===== src/rtl/wt_cache_pkg.sv =====
// Shared types for the write-through cache memory port: request sources,
// the downstream request payload and the per-TID bookkeeping entry.
package wt_cache_pkg;

    localparam int MemAddrWidth    = 64;
    localparam int MemDataWidth    = 64;
    localparam int MemBeWidth      = MemDataWidth / 8;
    localparam int MemLineWidth    = 128;
    localparam int MemUpTidWidth   = 2;
    localparam int MemTidWidth     = 3;
    localparam int MemMaxOutStores = 7;
    localparam int NumSrc          = 3;

    // Reads always fetch a full cache line, so their size is log2 of the line bytes.
    localparam logic [2:0] LineSize = 3'($clog2(MemLineWidth / 8));

    typedef enum logic [1:0] {
        IFETCH = 2'd0,
        DREAD  = 2'd1,
        STORE  = 2'd2
    } mem_src_e;

    typedef struct packed {
        mem_src_e                  src;
        logic [MemAddrWidth-1:0]   addr;
        logic [MemDataWidth-1:0]   wdata;
        logic [MemBeWidth-1:0]     be;
        logic [2:0]                size;
        logic [MemTidWidth-1:0]    tid;
    } mem_req_t;

    typedef struct packed {
        logic                      valid;
        mem_src_e                  src;
        logic [MemUpTidWidth-1:0]  up_tid;
    } tid_entry_t;

    function automatic logic [NumSrc-1:0] src_onehot(input mem_src_e s);
        return 3'b001 << s;
    endfunction

endpackage


===== src/rtl/mem_tid_pool.sv =====
// Pool of downstream transaction IDs: a free bitvector with a lowest-free
// priority encoder. Allocation only sees IDs that were free at the last edge.
module mem_tid_pool #(
    parameter int TidWidth = 3,
    parameter int NumTids  = 2**TidWidth
) (
    input  logic                clk_i,
    input  logic                rst_i,
    input  logic                alloc_i,
    input  logic                free_i,
    input  logic [TidWidth-1:0] free_tid_i,
    output logic [TidWidth-1:0] alloc_tid_o,
    output logic                full_o
);

    logic [NumTids-1:0] free_q;
    logic [NumTids-1:0] free_d;

    always_comb begin
        alloc_tid_o = '0;
        for (int i = NumTids - 1; i >= 0; i--) begin
            if (free_q[i]) begin
                alloc_tid_o = TidWidth'(i);
            end
        end
    end

    assign full_o = ~|free_q;

    // The freed ID and the allocated ID are never the same: one is taken, the other busy.
    always_comb begin
        free_d = free_q;
        if (alloc_i && !full_o) begin
            free_d[alloc_tid_o] = 1'b0;
        end
        if (free_i) begin
            free_d[free_tid_i] = 1'b1;
        end
    end

    always_ff @(posedge clk_i) begin
        if (rst_i) begin
            free_q <= '1;
        end else begin
            free_q <= free_d;
        end
    end

endmodule


===== src/rtl/wt_mem_req_arbiter.sv =====
// Round-robin arbiter sharing the memory request port between I$ refills, D$ reads
// and D$ write-through stores, with TID remapping and an outstanding-store cap.
module wt_mem_req_arbiter
    import wt_cache_pkg::*;
#(
    parameter int AddrWidth    = MemAddrWidth,
    parameter int DataWidth    = MemDataWidth,
    parameter int BeWidth      = DataWidth / 8,
    parameter int LineWidth    = MemLineWidth,
    parameter int UpTidWidth   = MemUpTidWidth,
    parameter int TidWidth     = MemTidWidth,
    parameter int MaxOutStores = MemMaxOutStores
) (
    input  logic                        clk_i,
    input  logic                        rst_i,
    input  logic [2:0]                  req_valid_i,
    output logic [2:0]                  req_ready_o,
    input  logic [3*AddrWidth-1:0]      req_addr_i,
    input  logic [3*UpTidWidth-1:0]     req_tid_i,
    input  logic [DataWidth-1:0]        st_wdata_i,
    input  logic [BeWidth-1:0]          st_be_i,
    input  logic [2:0]                  st_size_i,
    output logic                        mem_req_valid_o,
    input  logic                        mem_req_ready_i,
    output logic [1:0]                  mem_req_type_o,
    output logic [AddrWidth-1:0]        mem_req_addr_o,
    output logic [DataWidth-1:0]        mem_req_wdata_o,
    output logic [BeWidth-1:0]          mem_req_be_o,
    output logic [2:0]                  mem_req_size_o,
    output logic [TidWidth-1:0]         mem_req_tid_o,
    input  logic                        mem_rsp_valid_i,
    input  logic [TidWidth-1:0]         mem_rsp_tid_i,
    input  logic [LineWidth-1:0]        mem_rsp_rdata_i,
    input  logic                        mem_rsp_err_i,
    output logic [2:0]                  rsp_valid_o,
    output logic [UpTidWidth-1:0]       rsp_tid_o,
    output logic [LineWidth-1:0]        rsp_rdata_o,
    output logic                        rsp_err_o,
    output logic                        spurious_rsp_o,
    output logic                        stores_empty_o
);

    localparam int NumTids  = 2**TidWidth;
    localparam int CntWidth = $clog2(MaxOutStores + 1);

    mem_req_t                   out_q, out_d;
    logic                       out_valid_q, out_valid_d;
    tid_entry_t [NumTids-1:0]   tbl_q, tbl_d;
    logic [CntWidth-1:0]        store_cnt_q, store_cnt_d;
    mem_src_e                   rr_ptr_q, rr_ptr_d;

    logic [2:0]                 rsp_valid_q, rsp_valid_d;
    logic [UpTidWidth-1:0]      rsp_tid_q, rsp_tid_d;
    logic [LineWidth-1:0]       rsp_rdata_q, rsp_rdata_d;
    logic                       rsp_err_q, rsp_err_d;
    logic                       spurious_q, spurious_d;

    logic                       can_load;
    logic                       store_ok;
    logic                       pool_full;
    logic [TidWidth-1:0]        alloc_tid;
    logic [2:0]                 eligible;
    logic [2:0]                 grant;
    logic [1:0]                 rr_idx;
    mem_src_e                   gnt_src;
    mem_req_t                   new_req;
    tid_entry_t                 hit_entry;
    logic                       rsp_hit;
    logic                       store_inc;
    logic                       store_dec;

    assign can_load = !out_valid_q || mem_req_ready_i;
    assign store_ok = store_cnt_q < CntWidth'(MaxOutStores);
    assign eligible = req_valid_i & {3{can_load && !pool_full}} & {store_ok, 2'b11};

    // Scan from the pointer backwards so the source closest to the pointer wins last.
    always_comb begin
        grant   = '0;
        gnt_src = IFETCH;
        rr_idx  = '0;
        for (int i = NumSrc - 1; i >= 0; i--) begin
            rr_idx = 2'((int'(rr_ptr_q) + i) % NumSrc);
            if (eligible[rr_idx]) begin
                grant         = '0;
                grant[rr_idx] = 1'b1;
                gnt_src       = mem_src_e'(rr_idx);
            end
        end
    end

    assign req_ready_o = grant;

    always_comb begin
        new_req        = '0;
        new_req.src    = gnt_src;
        new_req.tid    = alloc_tid;
        new_req.addr   = req_addr_i[int'(gnt_src)*AddrWidth +: AddrWidth];
        new_req.size   = LineSize;
        if (gnt_src == STORE) begin
            new_req.wdata = st_wdata_i;
            new_req.be    = st_be_i;
            new_req.size  = st_size_i;
        end
    end

    assign hit_entry = tbl_q[mem_rsp_tid_i];
    assign rsp_hit   = mem_rsp_valid_i && hit_entry.valid;
    assign store_inc = (|grant) && (gnt_src == STORE);
    assign store_dec = rsp_hit && (hit_entry.src == STORE);

    mem_tid_pool #(
        .TidWidth (TidWidth),
        .NumTids  (NumTids)
    ) u_tid_pool (
        .clk_i       (clk_i),
        .rst_i       (rst_i),
        .alloc_i     (|grant),
        .free_i      (rsp_hit),
        .free_tid_i  (mem_rsp_tid_i),
        .alloc_tid_o (alloc_tid),
        .full_o      (pool_full)
    );

    always_comb begin
        out_valid_d = out_valid_q;
        out_d       = out_q;
        tbl_d       = tbl_q;
        store_cnt_d = store_cnt_q;
        rr_ptr_d    = rr_ptr_q;

        if (|grant) begin
            out_valid_d = 1'b1;
            out_d       = new_req;
            rr_ptr_d    = (gnt_src == STORE) ? IFETCH : mem_src_e'(gnt_src + 2'd1);
            tbl_d[alloc_tid].valid  = 1'b1;
            tbl_d[alloc_tid].src    = gnt_src;
            tbl_d[alloc_tid].up_tid = req_tid_i[int'(gnt_src)*UpTidWidth +: UpTidWidth];
        end else if (mem_req_ready_i) begin
            out_valid_d = 1'b0;
            out_d       = '0;
        end

        if (rsp_hit) begin
            tbl_d[mem_rsp_tid_i] = '0;
        end

        case ({store_inc, store_dec})
            2'b10:   store_cnt_d = store_cnt_q + CntWidth'(1);
            2'b01:   store_cnt_d = store_cnt_q - CntWidth'(1);
            default: store_cnt_d = store_cnt_q;
        endcase
    end

    // Store acks carry no line data, so their read data is forced to zero.
    always_comb begin
        rsp_valid_d = '0;
        rsp_tid_d   = '0;
        rsp_rdata_d = '0;
        rsp_err_d   = 1'b0;
        spurious_d  = mem_rsp_valid_i && !hit_entry.valid;
        if (rsp_hit) begin
            rsp_valid_d = src_onehot(hit_entry.src);
            rsp_tid_d   = hit_entry.up_tid;
            rsp_err_d   = mem_rsp_err_i;
            if (hit_entry.src != STORE) begin
                rsp_rdata_d = mem_rsp_rdata_i;
            end
        end
    end

    always_ff @(posedge clk_i) begin
        if (rst_i) begin
            out_valid_q <= 1'b0;
            out_q       <= '0;
            tbl_q       <= '0;
            store_cnt_q <= '0;
            rr_ptr_q    <= IFETCH;
            rsp_valid_q <= '0;
            rsp_tid_q   <= '0;
            rsp_rdata_q <= '0;
            rsp_err_q   <= 1'b0;
            spurious_q  <= 1'b0;
        end else begin
            out_valid_q <= out_valid_d;
            out_q       <= out_d;
            tbl_q       <= tbl_d;
            store_cnt_q <= store_cnt_d;
            rr_ptr_q    <= rr_ptr_d;
            rsp_valid_q <= rsp_valid_d;
            rsp_tid_q   <= rsp_tid_d;
            rsp_rdata_q <= rsp_rdata_d;
            rsp_err_q   <= rsp_err_d;
            spurious_q  <= spurious_d;
        end
    end

    assign mem_req_valid_o = out_valid_q;
    assign mem_req_type_o  = out_q.src;
    assign mem_req_addr_o  = out_q.addr;
    assign mem_req_wdata_o = out_q.wdata;
    assign mem_req_be_o    = out_q.be;
    assign mem_req_size_o  = out_q.size;
    assign mem_req_tid_o   = out_q.tid;

    assign rsp_valid_o     = rsp_valid_q;
    assign rsp_tid_o       = rsp_tid_q;
    assign rsp_rdata_o     = rsp_rdata_q;
    assign rsp_err_o       = rsp_err_q;
    assign spurious_rsp_o  = spurious_q;

    // A store sitting in the output register is already counted in store_cnt_q.
    assign stores_empty_o  = (store_cnt_q == '0) && !(out_valid_q && out_q.src == STORE);

endmodule


===== config.mk =====
export PLATFORM = sky130hd
export DESIGN_NAME = wt_mem_req_arbiter
export DESIGN_NICKNAME = d
export VERILOG_FILES = /design/src/rtl/wt_cache_pkg.sv /design/src/rtl/mem_tid_pool.sv /design/src/rtl/wt_mem_req_arbiter.sv
export SDC_FILE = /design/constraint.sdc
export NUM_CORES = 1
export LEC_CHECK = 0
export ABC_CLOCK_PERIOD_IN_PS = 4710
export CAP_MARGIN = 20
export CORE_AREA = 4 4 268 270
export CTS_CLUSTER_SIZE = 40
export DETAILED_ROUTE_END_ITERATION = 10
export DIE_AREA = 0 0 272 274
export MAX_ROUTING_LAYER = met4
export PLACE_DENSITY = 0.52
export SETUP_SLACK_MARGIN = 0.1
export SLEW_MARGIN = 20
export SYNTH_ARGS = -nofsm -noshare
export SYNTH_HDL_FRONTEND = slang
export SYNTH_HIERARCHICAL = 1
export SYNTH_SLANG_ARGS = --single-unit

===== constraint.sdc =====
create_clock -name clk_i -period 4.71 [get_ports clk_i]
set_input_delay 0.471 -clock clk_i [delete_from_list [all_inputs] [get_ports clk_i]]
set_output_delay 0.471 -clock clk_i [all_outputs]
set_load 0.01 [all_outputs]

* After elaboration in Yosys (flattened, before gate mapping)
Cells that the tools add are included.
Storage, ports and cells: word-level logic and storage cells 154, register bits after elaboration 333
Cells by class: add/subtract/negate cells 5, order comparisons 11, eq/ne operators 6, shift-type cells 3, muxes and demuxes 54, reduce and logical (&&, ||, !) cells 24, div/mod/pow operators 3, bitwise gates (word level) 9
Operators by type and width (number):
- $mux W144 | 2
- $shiftx A192 B9 Y64 | 1
- $bwmux W40 | 3
- $mux W40 | 2
- $mux W75 | 1
- $mod A32 B3 Y32 const B | 2
- $demux W5 S3 | 4
- $and A40 B40 Y40 | 1
- $not A40 Y40 | 1
- $mux W3 | 11
- $mod A3 B3 Y32 const B | 1
- $mux W8 | 2
- $bmux W5 S3 | 1
- $mux W5 | 3
- $logic_and A1 B1 Y1 | 13
- $mux W1 | 10
- $mux W2 | 5
- $lt A2 B3 Y1 const B | 3
- $and A8 B8 Y8 | 1
- $eq A2 B2 Y1 const B | 4
- $lt A3 B4 Y1 const B | 2
- $not A8 Y8 | 1
- $or A8 B8 Y8 | 1
- $reduce_or A8 Y1 | 1
- other kinds (25) | 39

* Longest topological paths before layout
word-level depth 18, depth in mapped cells 19

* Cells and area by module
The synthesis kept the hierarchy.
Modules (own cells, without submodules):
- wt_mem_req_arbiter | area an instance 13156.4 sq um, cells an instance 1344, times used 1
- mem_tid_pool | area an instance 440.4 sq um, cells an instance 55, times used 1

* Worst setup path before layout
Ideal clock, no wire load.
path kind register -> register, start point register u_tid_pool.free_q[3], end point register store_cnt_q[2], period minus slack after synthesis 3.621 ns, setup slack 1.089 ns, stages on the path, launching flop included 19, path buffers 3, data required time 4.639 ns, library setup time 0.071 ns, data arrival time 3.550 ns, path through dfxtp_1 > or2_2 > clkbuf_1 > nor4b_1 > inv_1 > nand2_1 > o32ai_1 > o31ai_4 > and2_1 > buf_4 > inv_4 > buf_6 > nand2_1 > ha_1 > inv_1 > fa_1 > xor2_1 > or3_1 > a21oi_1
On the way: cells in the longest elaborated chain, start to end 13, elaborated cells between the ends (all ways) 23
Ends and longest elaborated chain:
- start: declaration | RTL line mem_tid_pool.sv:16 | logic [NumTids-1:0] free_q;
- start signal: assignment | RTL line mem_tid_pool.sv:45 | free_q <= free_d;
- $reduce_or A8 Y1 * | RTL line mem_tid_pool.sv:28 | assign full_o = ~|free_q;
- $logic_and A1 B1 Y1 * | RTL line wt_mem_req_arbiter.sv:74 | assign eligible = req_valid_i & {3{can_load && !pool_full}} & {store_ok, 2'b11};
- $and A3 B3 Y3 * (2 in series) | RTL line wt_mem_req_arbiter.sv:74
- $bmux W1 S2 | RTL line wt_mem_req_arbiter.sv:83 | if (eligible[rr_idx]) begin
- $mux W1 (not written as such) | RTL line wt_mem_req_arbiter.sv:83
- $mux W2 or $mux W3 (tied branches) (3 in series) | RTL line wt_mem_req_arbiter.sv:83
- $eq A2 B2 Y1 or $reduce_or A3 Y1 (tied branches) | RTL line wt_mem_req_arbiter.sv:108 | assign store_inc = (|grant) && (gnt_src == STORE);
- $logic_and A1 B1 Y1 * | RTL line wt_mem_req_arbiter.sv:108
- $eq A2 B1 Y1 or $eq A2 B2 Y1 (tied branches) | RTL line wt_mem_req_arbiter.sv:147 | case ({store_inc, store_dec})
- $pmux W3 S2 or $reduce_bool A2 Y1 (tied branches)
- end signal: assignment | RTL line wt_mem_req_arbiter.sv:187 | store_cnt_q <= store_cnt_d;
- end: declaration | RTL line wt_mem_req_arbiter.sv:49 | logic [CntWidth-1:0] store_cnt_q, store_cnt_d;
Mark *: on every way between the ends. The rest lies on a longest branch, timed or not. The select of a mux whose other input is x is not followed. A chain may end at the register's enable or synchronous reset.

* Worst setup path in the final report
start point register rr_ptr_q[0], end point output req_ready_o[0]
On the way: cells in the longest elaborated chain, start to end 9, elaborated cells between the ends (all ways) 29
Ends and longest elaborated chain:
- start: declaration | RTL line wt_mem_req_arbiter.sv:50 | mem_src_e rr_ptr_q, rr_ptr_d;
- start signal: assignment | RTL line wt_mem_req_arbiter.sv:188 | rr_ptr_q <= rr_ptr_d;
- $add A2 B2 Y3 | RTL line wt_mem_req_arbiter.sv:82 | rr_idx = 2'((int'(rr_ptr_q) + i) % NumSrc);
- $mod A32 B3 Y32 | RTL line wt_mem_req_arbiter.sv:82
- $lt A2 B3 Y1 (not written as such) or $ge A2 B1 Y1 (tied branches) | RTL line wt_mem_req_arbiter.sv:85 | grant[rr_idx] = 1'b1;
- $logic_and A1 B1 Y1 (not written as such) | RTL line wt_mem_req_arbiter.sv:85
- $mux W1 (not written as such) | RTL line wt_mem_req_arbiter.sv:85
- $demux W1 S2 | RTL line wt_mem_req_arbiter.sv:85
- $mux W3 (2 in series) | RTL line wt_mem_req_arbiter.sv:83
- $mux W3 * | RTL line wt_mem_req_arbiter.sv:83
- end: declaration | RTL line wt_mem_req_arbiter.sv:17 | output logic [2:0] req_ready_o,
Marks and branches as above.

==> run_results.csv <==
group,metric,value,unit
outcome,status,"completed",
place,dp_hpwl,46.3,mm
logic_synthesis,yosys-top-cells-area,"dfxtp_1, mux2i_1, and3_1",
hold_path,holdPathStages,2,
critical_path,crit_type,"reg2out",
cts,cts_made_buffers,42,
place,portBuffers,695,
timing,fin_ws,0.616,ns
timing,post-route-period-util,86.9,%
grt,grt_usage,16.1,%
grt,grt_overflow,0,
cts,cts_root_buffer,"clkbuf_16",
power_and_ir_drop,power_density,534,nW/um^2
floorplan,initial_core_util,19.6,%
final_layout,fin_cells,3003,
floorplan,die-area,74500,sq um
timing,rsz0062_at_grt,"no",
logic_synthesis,synth_top_family_by_area,"compound AO/OA/AOI/OAI gates",
floorplan,ios,696,
cts,tritoncts,"done",
drt,drtIter0Drc,726,
logic_synthesis,yosys.area_share.adder,0.607,%
floorplan,fp-row-count,97,
hold_path,min_path_type,"in2reg",
logic_synthesis,yosys.area_share.simple,17.7,%
critical_path,cp.arrival,3.62,ns
logic_synthesis,ys.flop_type,"dfxtp_1",
place,pre_cts_slack,0.767,ns
critical_path,rr_worst_depth,10,
critical_path,rrSetupSlack,0.84,ns
timing,slew_violations,0,
critical_path,timing.rr.end,"u_tid_pool/free_q[0]$_SDFF_PP1_",
logic_synthesis,synth_edf_count,0,
final_layout,post_route_cells_drive_above_1_share,8.99,%
place,place_congestion,0.862,
logic_synthesis,syn_nets,1817,
timing,max_freq,244,MHz
logic_synthesis,muxShareOfSynthArea,8.36,%
cts,cts.sinks,333,
drt,totalWireLength,62.7,mm
final_layout,layout_commonest_cell,"clkdlybuf4s50_1",
cts,cts_hold_buf,0,
cts,cts_resized,0,
logic_synthesis,async_reset_ff_share,0,%
logic_synthesis,ys_seq_area_share,49.0,%
timing,fin_crit,4.09,ns
cts,cts_setup_buffers,0,
hold_path,worstHoldStart,"rst_i",
timing,hold_viol_final,0,
floorplan,die_width,272,um
logic_synthesis,syn_inst,1399,
place,postPlaceCellArea,21400,sq um
final_layout,fin_area,22900,sq um
final_layout,layout_common_cells,"clkdlybuf4s50_1, dfxtp_1, nand2_1",
final_layout,fin_util,33.0,%
grt,grt_antenna_before_repair,7,
power_and_ir_drop,peakVddDrop,707,uV
timing,relSlewSlack,32.9,%
power_and_ir_drop,p_leak,8.85,nW
drt,vias_per_cell,4.55,
place,placedCellCount,2919,
cts,htree_levels,2,
cts,clock_path_buffers,3,
logic_synthesis,synth_xor_area_share,0.129,%
logic_synthesis,synth.top_cell.area_share,49.0,%
grt,grt_pass1_wl,90.1,mm
grt,first_global_vias,14200,
hold_path,holdPathEnd,"store_cnt_q[0]$_SDFFE_PP0P_",
critical_path,end_kind,"output port",
drt,route.vias.total,13700,
logic_synthesis,synth_cell_types,72,
timing,hold_slack,0.399,ns
grt,grt_max_degree,130,
floorplan,die_h,274,um
floorplan,coreArea,69500,sq um
logic_synthesis,yosysTopAreaCell,"dfxtp_1",
timing,fin_tns_setup,0,ns
cts,clk_latency,0.58,ns
logic_synthesis,synth-compound-area-share,18.8,%
drt,detail-route-antenna-nets,0,
power_and_ir_drop,total_power,12.2,mW
final_layout,fin_nets,2442,
critical_path,startpoint_type,"register",
logic_synthesis,syn_avg_cell_area,9.72,sq um
timing,final-setup-viol-count,0,
critical_path,r2r_start,"rr_ptr_q[0]$_SDFFE_PP0P_",
job,drv_cap,0,
cts,clk_pin_slew,0.06,ns
logic_synthesis,synth-seq-cells,333,
final_layout,synthToLayoutAreaGrowth,68.5,%
critical_path,cp_max_fo,81,
drt,post-route-drc-count,0,
drt,first_pass_iters,8,
critical_path,cp.required,4.24,ns
timing,finClkSkew,0.0310,ns
drt,wl_per_cell,20.9,um
logic_synthesis,yosysWarnings,6,
logic_synthesis,netlist_area,13600,sq um
timing,tightest_slew,1.01,ns
==> registers in the layout (all words and copies together) (netlist names), 3 cells and up <==
| name | cells |
|---|---|
| rsp_rdata_o | 128 |
| u_tid_pool/free_q | 8 |
| rsp_valid_o | 3 |
| mem_req_size_o | 3 |
| mem_req_be_o | 8 |
| mem_req_addr_o | 64 |
| mem_req_tid_o | 3 |
| tbl_q | 40 |
| mem_req_wdata_o | 64 |
| store_cnt_q | 3 |
==> cells in the mapped netlist, types with 2 or more instances <==
| cell type | count |
|---|---|
| dfxtp_1 | 333 |
| nand2_1 | 211 |
| and3_1 | 133 |
| mux2i_1 | 99 |
| clkbuf_1 | 85 |
| nand3_1 | 71 |
| a221oi_1 | 65 |
| a22oi_1 | 64 |
| a31o_1 | 32 |
| a31o_2 | 32 |
| buf_2 | 25 |
| nor2_1 | 23 |
| buf_1 | 17 |
| o221a_2 | 17 |
| a21oi_1 | 16 |
| inv_1 | 16 |
| buf_6 | 13 |
| nor2b_1 | 11 |
| o21ai_0 | 11 |
| o21a_1 | 10 |
| nand2b_1 | 9 |
| a31oi_1 | 7 |
| a21oi_2 | 6 |
| mux4_2 | 6 |
| ha_1 | 5 |
| o211ai_1 | 5 |
| or2_2 | 5 |
| a211oi_1 | 4 |
| o31ai_1 | 4 |
| and2_1 | 3 |
| nand4b_1 | 3 |
| nor3b_1 | 3 |
| nor4_1 | 3 |
| o311a_1 | 3 |
| o32ai_1 | 3 |
| a211o_1 | 2 |
| a21boi_0 | 2 |
| a21o_1 | 2 |
| buf_4 | 2 |
| nand3b_1 | 2 |
| nand4_1 | 2 |
| o311ai_0 | 2 |
| o32a_1 | 2 |
| xor2_1 | 2 |
==> power by group <==
group / leakage [nW] / total, mW / switching (mW) / internal, mW
sequential: 2.70 / 3.59 / 0.295 / 3.30
combinational: 5.42 / 5.23 / 2.91 / 2.32
clock: 0.729 / 3.42 / 1.38 / 2.03
total: 8.85 / 12.2 / 4.59 / 7.65
==> worst max path at each step <==
stage | from | endpoint | slack, ns | depth (start not counted)
2_1_floorplan | u_tid_pool/free_q[3]$_SDFF_PP1_ | store_cnt_q[2]$_SDFFE_PP0P_ | 1.09 | 18
3_3_place_gp | mem_rsp_tid_i[2] | store_cnt_q[2]$_SDFFE_PP0P_ | 0.80 | 13
6_report | rr_ptr_q[0]$_SDFFE_PP0P_ | req_ready_o[0] | 0.62 | 8
5_1_grt | u_tid_pool/free_q[5]$_SDFF_PP1_ | req_ready_o[0] | 0.39 | 9
3_5_place_dp | req_valid_i[1] | u_tid_pool/free_q[0]$_SDFF_PP1_ | 0.77 | 10
4_1_cts | rr_ptr_q[0]$_SDFFE_PP0P_ | req_ready_o[0] | 0.55 | 8
==> worst max-delay path, cell delays in order, from the launching register on <==
cell	delay (ns)
dfxtp_1	0.41
ha_1	0.49
mux2i_1	0.36
o32a_1	0.29
nor2_1	0.06
o41a_2	0.53
buf_12	0.22
inv_1	0.10
clkdlybuf4s50_1	0.54
==> cells by family after synthesis <==
group | count (synthesis)
AO/OA/AOI/OAI | 306
XOR/XNOR | 2
adder cells (fa/ha/maj) | 6
buffers and inverters | 159
flip-flops | 333
multiplexers | 106
AND/OR/NAND/NOR | 487
==> cell type report <==
type                    instances  area (sq um)
diodes                          5          12.5
fillers                      7121         46600
repair buffers                723          7260
flip-flops and latches        333          6670
clock buffers                  59          1200
well taps                     940          1180
clock inverters                19           272
multi-input cells             907          6260
inverters                      17          66.3
==> metal layers <==
metal	wire length, um	global-route usage, %	share of wire (%)
met1	23800	17.4	38
met2	31100	27.9	50
met3	5530	5.22	8.8
met4	2270	5.54	3.6
met5	0	-	0
No activity file was read; power rests on OpenSTA's default activity.
